===== src/rtl/alu_seq_hs.sv =====
// alu_seq_hs
//   Handshaked, registered ALU. One operation is in flight at a time.
//   Opcodes: 000 ADD, 001 SUB, 010 AND, 011 OR, 100 XOR, 101 NOT,
//            110 RCR, 111 MUL (iterative shift-add) or PASSB.
//   Optional feature macro: ALU_MUL_EN
//     defined   -> opcode 111 is an unsigned multiply, one bit of B per cycle
//     undefined -> opcode 111 passes B through in one cycle, busy tied low
//
// Ports
//   clk, rst_n           rising-edge clock, asynchronous active-low reset
//   in_valid / in_ready  operand handshake (inA, inB, inc, opc)
//   out_valid / out_ready result handshake (w, zer, neg, cout)
//   busy                 high while a multiply is iterating
module alu_seq_hs #(
  parameter int WIDTH = 16
) (
  input  logic             clk,
  input  logic             rst_n,
  input  logic             in_valid,
  output logic             in_ready,
  input  logic [WIDTH-1:0] inA,
  input  logic [WIDTH-1:0] inB,
  input  logic             inc,
  input  logic [2:0]       opc,
  output logic             out_valid,
  input  logic             out_ready,
  output logic [WIDTH-1:0] w,
  output logic             zer,
  output logic             neg,
  output logic             cout,
  output logic             busy
);

`ifdef ALU_MUL_EN
  typedef enum logic [1:0] {IDLE = 2'd0, DONE = 2'd1, MULT = 2'd2} state_t;
`else
  typedef enum logic [1:0] {IDLE = 2'd0, DONE = 2'd1} state_t;
`endif

  state_t           state;
  state_t           state_nxt;
  logic             accept;
  logic [WIDTH:0]   sum_ext;
  logic [WIDTH-1:0] alu_w;
  logic             alu_c;
  logic             res_load;
  logic [WIDTH-1:0] res_w;
  logic             res_c;

  assign accept = in_valid && in_ready;

`ifdef ALU_MUL_EN
  localparam int CW = $clog2(WIDTH);

  logic          is_mul;
  logic [WIDTH-1:0] mul_a;
  logic [WIDTH-1:0] mul_hi;
  logic [WIDTH-1:0] mul_lo;
  logic [CW-1:0]    mul_cnt;
  logic [WIDTH:0]   mul_sum;

  assign is_mul = (opc == 3'b111);

  // Partial product {mul_hi, mul_lo}: mul_lo starts as B and is shifted out
  // LSB first while the running sum shifts in from the top.
  assign mul_sum = {1'b0, mul_hi} + (mul_lo[0] ? {1'b0, mul_a} : {(WIDTH+1){1'b0}});

  // Multiplier registers: loaded on a MUL accept, stepped every MUL cycle.
  always_ff @(posedge clk or negedge rst_n) begin
    if (!rst_n) begin
      mul_a   <= '0;
      mul_hi  <= '0;
      mul_lo  <= '0;
      mul_cnt <= '0;
    end else if (accept && is_mul) begin
      mul_a   <= inA;
      mul_hi  <= '0;
      mul_lo  <= inB;
      mul_cnt <= CW'(WIDTH - 1);
    end else if (state == MULT) begin
      mul_hi <= mul_sum[WIDTH:1];
      mul_lo <= {mul_sum[0], mul_lo[WIDTH-1:1]};
      if (mul_cnt != '0) begin
        mul_cnt <= mul_cnt - 1'b1;
      end
    end
  end
`endif

  // Single-cycle operations, evaluated straight from the operand inputs so
  // the result can be registered on the accept edge.
  always_comb begin
    sum_ext = '0;
    alu_w   = '0;
    alu_c   = 1'b0;
    case (opc)
      3'b000: begin
        sum_ext = {1'b0, inA} + {1'b0, inB} + {{WIDTH{1'b0}}, inc};
        alu_w   = sum_ext[WIDTH-1:0];
        alu_c   = sum_ext[WIDTH];
      end
      3'b001: begin
        // The extra top bit becomes 1 exactly when A < B + inc (borrow).
        sum_ext = {1'b0, inA} - {1'b0, inB} - {{WIDTH{1'b0}}, inc};
        alu_w   = sum_ext[WIDTH-1:0];
        alu_c   = sum_ext[WIDTH];
      end
      3'b010: alu_w = inA & inB;
      3'b011: alu_w = inA | inB;
      3'b100: alu_w = inA ^ inB;
      3'b101: alu_w = ~inA;
      3'b110: begin
        alu_w = {inc, inA[WIDTH-1:1]};
        alu_c = inA[0];
      end
      default: begin
`ifdef ALU_MUL_EN
        alu_w = '0;
`else
        alu_w = inB;
`endif
      end
    endcase
  end

  // Selects which result (if any) is written into the output registers.
  always_comb begin
    res_w = alu_w;
    res_c = alu_c;
`ifdef ALU_MUL_EN
    res_load = accept && !is_mul;
    if (state == MULT && mul_cnt == '0) begin
      res_load = 1'b1;
      res_w    = {mul_sum[0], mul_lo[WIDTH-1:1]};
      res_c    = |mul_sum[WIDTH:1];
    end
`else
    res_load = accept;
`endif
  end

  // Output registers only change when a new result is produced, so they stay
  // frozen under backpressure.
  always_ff @(posedge clk or negedge rst_n) begin
    if (!rst_n) begin
      w    <= '0;
      zer  <= 1'b0;
      neg  <= 1'b0;
      cout <= 1'b0;
    end else if (res_load) begin
      w    <= res_w;
      zer  <= (res_w == '0);
      neg  <= res_w[WIDTH-1];
      cout <= res_c;
    end
  end

  // State register.
  always_ff @(posedge clk or negedge rst_n) begin
    if (!rst_n) begin
      state <= IDLE;
    end else begin
      state <= state_nxt;
    end
  end

  // Next-state logic. DONE can hand over directly to a new operation when the
  // held result is consumed on the same edge a new bundle is accepted.
  always_comb begin
    state_nxt = state;
    case (state)
      IDLE: begin
        if (accept) begin
`ifdef ALU_MUL_EN
          state_nxt = is_mul ? MULT : DONE;
`else
          state_nxt = DONE;
`endif
        end
      end
      DONE: begin
        if (out_ready) begin
          if (accept) begin
`ifdef ALU_MUL_EN
            state_nxt = is_mul ? MULT : DONE;
`else
            state_nxt = DONE;
`endif
          end else begin
            state_nxt = IDLE;
          end
        end
      end
`ifdef ALU_MUL_EN
      MULT: begin
        if (mul_cnt == '0) begin
          state_nxt = DONE;
        end
      end
`endif
      default: state_nxt = IDLE;
    endcase
  end

  // Handshake and status outputs.
  always_comb begin
    out_valid = (state == DONE);
    in_ready  = (state == IDLE) || ((state == DONE) && out_ready);
`ifdef ALU_MUL_EN
    busy = (state == MULT);
`else
    busy = 1'b0;
`endif
  end

endmodule


===== config.mk =====
export PLATFORM = sky130hd
export DESIGN_NAME = alu_seq_hs
export DESIGN_NICKNAME = d
export VERILOG_FILES = /design/src/rtl/alu_seq_hs.sv
export SDC_FILE = /design/constraint.sdc
export NUM_CORES = 1
export LEC_CHECK = 0
export ABC_CLOCK_PERIOD_IN_PS = 2850
export BUFFER_PORTS_ARGS = -buffer_cell sky130_fd_sc_hd__buf_2
export CAP_MARGIN = 20
export CORE_MARGIN = 3
export CORE_UTILIZATION = 47
export DETAILED_ROUTE_END_ITERATION = 7
export PLACE_DENSITY = 0.75
export SLEW_MARGIN = 10
export SYNTH_ARGS = -nofsm -noshare
export SYNTH_HDL_FRONTEND = slang
export SYNTH_SLANG_ARGS = --single-unit

===== constraint.sdc =====
create_clock -name clk -period 2.85 [get_ports clk]
set_input_delay 0.285 -clock clk [delete_from_list [all_inputs] [get_ports clk]]
set_output_delay 0.285 -clock clk [all_outputs]
set_load 0.005 [all_outputs]

# [Word level (Yosys, flattened, before mapping)]
# Cells that the tools add are included.
[word_totals] out_inout_bits=22 elab_cells=35 input_bits=40 reg_bits=21
[op_classes] bitwise=4 n_reduce_logical=7 eq_ne=9 addsub=4 muxes=6
[op_table] op="$pmux 16 s7" n=1
[op_table] op="$add 16x16->17" n=1
[op_table] op="$add 17x1->17" n=1
[op_table] op="$sub 16x16->17" n=1
[op_table] op="$sub 17x1->17" n=1
[op_table] op="$and 16x16->16" n=1
[op_table] op="$logic_not 16->1" n=1
[op_table] op="$not 16->16" n=1
[op_table] op="$or 16x16->16" n=1
[op_table] op="$xor 16x16->16" n=1
[op_table] op="$eq 3x3->1 const B" n=3
[op_table] op="$eq 3x2->1 const B" n=2
[op_table] op="$mux 2" n=2
[op_table] op="$pmux 2 s2" n=1
[op_table] op="$eq 3x1->1 const B" n=1
[op_table] op="$logic_not 3->1" n=1
[op_table] op="$pmux 1 s3" n=1
[op_table] op="$eq 2x1->1 const B" n=1
[op_table] op="$logic_and 1x1->1" n=2
[op_table] op="$logic_not 2->1" n=1
[op_table] op="$ne 2x1->1 const B" n=1
[op_table] op="$ne 2x2->1 const B" n=1
[op_table] op="$reduce_and 2->1" n=1
[op_table] op="$logic_or 1x1->1" n=1
[op_table] op="$mux 1" n=1

# [Depth between registers and ports, before layout]
[depth] ltp_word=7 mapped_depth=14 depth_no_buf=13

# [Worst setup path before layout]
# Ideal clock, no wire load.
[synth_timing] path_kind="input to register" from="input port inB[0]" to="register zer" cell_stages=11 required_time_ns=2.755 setup_ns=0.095 slack_ns=-0.238 arrival_ns=2.992 n_path_buf=0 cell_sequence="inv_1 fa_1 fa_1 o21ai_0 a22oi_1 a221oi_1 o21ai_0 mux2i_1 o22ai_1 or4_1 o31ai_1"
[synth_via] elab_chain_cells=4 elab_cells_between_ends=9 cone_classes="4 x add/sub; 1 x mux; 3 x bitwise; 1 x reduce/logical"
[synth_rtl] element="start, declared" line_no="22" text="input logic [WIDTH-1:0] inB,"
[synth_rtl] element="$sub 16x16->17 / $add 16x16->17 (equally long branches)" line_no="104, 98"
[synth_rtl] element="$sub 17x1->17 / $add 17x1->17 (equally long branches)" line_no="104, 98"
[synth_rtl] element="$pmux 16 s7 *" line_no="96" text="case (opc)"
[synth_rtl] element="$logic_not 16->1 *" line_no="152" text="zer <= (res_w == '0);"
[synth_rtl] element="end signal, assigned" line_no="152"
[synth_rtl] element="end, declared" line_no="28" text="output logic zer,"
# Every way passes the cells marked *; elsewhere a longest branch is shown, timed or not.
# A chain may end at the register's enable or synchronous reset.

# [Worst setup path after layout]
[layout_timing] from="input port inc" to="register zer"
[layout_via] elab_chain_cells=3 elab_cells_between_ends=4 cone_classes="2 x add/sub; 1 x mux; 1 x reduce/logical"
[layout_rtl] element="start, declared" line_no="23" text="input logic inc,"
[layout_rtl] element="$sub 17x1->17 / $add 17x1->17 (equally long branches)" line_no="104, 98"
[layout_rtl] element="$pmux 16 s7 *" line_no="96"
[layout_rtl] element="$logic_not 16->1 *" line_no="152"
# Marks and branches as above.

==> impl_metrics.json <==
{
  "status": "complete, but fails checks",
  "violations": "setup timing",
  "worstPathCellList": "buf_6 > fa_1 > inv_1 > fa_1 > nor2b_1 > o221ai_2 > a21oi_2 > or3_1 > a311o_1 > o21ai_0 > nand4_1 > or4_1 > o31ai_2",
  "wl_met3_um": 874,
  "clock_path_buffers": 2,
  "firstDrtPassIters": 5,
  "nets": 810,
  "worstSetupPathType": "in -> reg",
  "hold_viol_final": 0,
  "worstReg2RegStart": "state[0]",
  "coreArea_mm2": 0.00789,
  "gr-usage-all-layers": 0.278,
  "drive_gt1_frac": 0.350,
  "top_layer": "met4",
  "maxSlewHeadroom": 0.564,
  "placed_cell_area_mm2": 0.00524,
  "dp_hpwl_mm": 11.0,
  "hold_class": "in -> reg",
  "cpMostUsedCell": "fa_1",
  "hp-start": "in_valid",
  "critical_path.startpoint_type": "input pin",
  "critPathRequiredTime_ps": 3020,
  "clk_latency_ps": 260,
  "wl_met1_mm": 5.45,
  "finalInstanceArea_mm2": 0.00542,
  "cts_buffers": 3,
  "wl_per_cell_um": 16.8,
  "h-tree-depth": 1,
  "antenna_found_initial": 0,
  "cp_max_fo": 4,
  "setup_viol": 2,
  "io_buffers": 60,
  "critical_path.top_delay_family": "simple AND/OR/NAND/NOR gates",
  "syn-num-nets": 633,
  "drtIter0Drc": 262,
  "p_leak_nw": 2.74,
  "grt-ovfl-total": 0,
  "start_util": 0.494,
  "synth_cells": 527,
  "reg2reg_slack_ps": 450,
  "wl_met2_mm": 6.56,
  "ff2ff_path_depth": 9,
  "cts.sinks": 19,
  "row_count": 32,
  "cp.buffers_inverters": 2,
  "wl_mm": 13.5,
  "ioPinCount": 62,
  "finalWorstSetupSlack_ps": -231,
  "area_growth_pct": 39.1,
  "clkTransAtPathRegs_ps": 70,
  "dieWidth_um": 97.1,
  "final_max_slew_viol_count": 0,
  "slowest_delay_ps": 440,
  "yosysWarnings": 0,
  "pre_cts_ws_ps": -689,
  "worstMarginPinSlew_ps": 650,
  "die_h_um": 97.1,
  "fill_cells": 672,
  "drc": 0,
  "tns_ps": -257,
  "grt_max_degree": 30,
  "fmax_mhz": 325,
  "grt_pass1_wl_mm": 21.9,
  "fin_util": 0.687,
  "cts-root-buf": "clkbuf_8",
  "die-area_mm2": 0.00942,
  "synth_edf_count": 0,
  "ys_ff_latch": 19,
  "gp_congestion": 0.985,
  "synth_area_per_cell_um2": 7.40,
  "layout_min_cycle_time_ps": 3080,
  "crit_arrival_ps": 3250,
  "n_antenna_cell": 0,
  "cts_tree": "done",
  "synth-async-reset-ratio": 1.00,
  "postRouteAntennaNets": 0,
  "holdPathStages": 2,
  "rsz0062_at_grt": "true",
  "cp_slowest_cell": "fa_1",
  "ir_drop_uv": 178,
  "timing.rr.end": "zer",
  "yosysSeqAreaShare": 0.122,
  "power_density_mw_per_mm2": 313,
  "grt_pass1_vias": 4587,
  "synth_ff_type": "dfrtp_1",
  "syn-cell-area_mm2": 0.00390,
  "skew_ps": 6.59,
  "whs_endpoint": "state[0]",
  "min_period_over_period": 1.08,
  "detail_route.vias_per_cell": 5.77,
  "num_vias": 4647,
  "synthDistinctLibCells": 79,
  "drv_cap": 0,
  "end_kind": "register"
}
==> registers in the layout, summed over array words and instances, names as in the netlist <==
register,cells
cout,1
state,1
w,16
zer,1
==> cell usage after synthesis, types with 5 or more instances <==
library cell / n / share of area
o211ai_1: 6 / 0.012
ha_1: 62 / 0.20
xor2_1: 7 / 0.016
o21ai_0: 43 / 0.055
clkbuf_1: 6 / 0.0058
inv_1: 55 / 0.053
o221ai_1: 7 / 0.016
nor2b_1: 8 / 0.013
nand2_1: 48 / 0.046
nor2_1: 47 / 0.045
xnor2_1: 7 / 0.016
mux2_2: 7 / 0.020
a21o_1: 11 / 0.021
buf_2: 11 / 0.014
nor3_1: 14 / 0.018
o22ai_1: 5 / 0.0080
a21oi_1: 39 / 0.050
nand2b_1: 11 / 0.018
a31oi_1: 6 / 0.0096
nand3_1: 10 / 0.013
dfrtp_1: 19 / 0.12
==> routing by layer <==
| layer | vias to the layer above | GRT usage |
|---|---|---|
| li1 | 2226 | - |
| met1 | 2145 | 0.342 |
| met5 | - | 0 |
| met2 | 219 | 0.489 |
| met4 | 0 | 0.114 |
| met3 | 57 | 0.0359 |
==> where the power goes <==
part           switching [mW]  total (mW)  internal (mW)
clock network          0.0886       0.188         0.0994
logic                   0.591        1.17          0.576
registers              0.0261       0.344          0.318
total                   0.706        1.70          0.993
==> area by class of cell <==
type	instances	area (um2)	area share
inverters	57	214	0.0395
multi-input cells	426	3190	0.588
well taps	102	128	0.0235
clock buffers	4	45.0	0.00831
flip-flops and latches	19	475	0.0877
repair buffers	197	1370	0.253
==> how the worst max path moves through the flow <==
stage / start / to / cells after the start
floorplan: inB[0] / zer / 12
global placement: inB[0] / zer / 13
detailed placement: inB[0] / zer / 13
CTS: inc / zer / 13
global route: inA[0] / zer / 13
finish: inc / zer / 13
==> worst reg2reg max path, stage by stage (launching register included) <==
cell and delay [ps]:
dfrtp_1 380, nand2b_1 120, and2_1 170, o221ai_1 110, a211o_1 260, nand3b_1 180
nor4b_2 320, nand4_1 160, or4_1 430, o31ai_2 180
==> logic make-up (layout without fill, tap and decap cells) <==
group,count (synthesis),in the layout,synth area share
AOI/OAI and AO/OA,169,169,0.292
xor gates and xnor gates,14,14,0.0315
adders and majority gates,66,66,0.220
buffers and inverters,82,258,0.0911
DFF,19,19,0.122
muxes,12,12,0.0395
other,1,1,0.000962
and+or+nand+nor,164,164,0.203
==> per-stage QoR <==
step / cells / hold slack [ps] / total power, mW
after floorplan: 527 / -10.6 / 0.957
after global placement: 798 / 231 / 1.42
after detailed placement: 798 / 253 / 1.45
after CTS: 804 / 242 / 1.66
after global routing: 805 / 268 / 1.83
final: 805 / 246 / 1.70
==> layout by cell type (no fill, tap or decap), types with 3 or more instances in the layout <==
master	instances
a211oi_1	4
a211o_1	4
o31ai_1	3
a31oi_1	6
o221ai_1	6
o21ai_0	41
nor3_1	14
buf_4	135
xnor2_1	7
mux2i_1	3
nand3_1	10
inv_1	54
a22oi_1	3
a21o_1	11
o211ai_1	6
ha_4	3
buf_2	57
and2_1	3
and3_1	3
dfrtp_1	19
clkbuf_8	3
o22ai_1	5
nand2b_1	11
a21oi_2	5
nand2_1	48
nand4_1	3
mux2_2	7
xor2_1	7
nor2_1	47
ha_1	57
nor2b_1	8
a21oi_1	35
==> timing repair <==
action	CTS	global route
pin swaps	3	12
hold endpoints to repair	19	0
hold buffers	1	0
endpoints found under the setup margin	6	5
gates resized for setup	16	10
buffers inserted	1	1
Note: power is estimated with default switching activity, not from simulation.
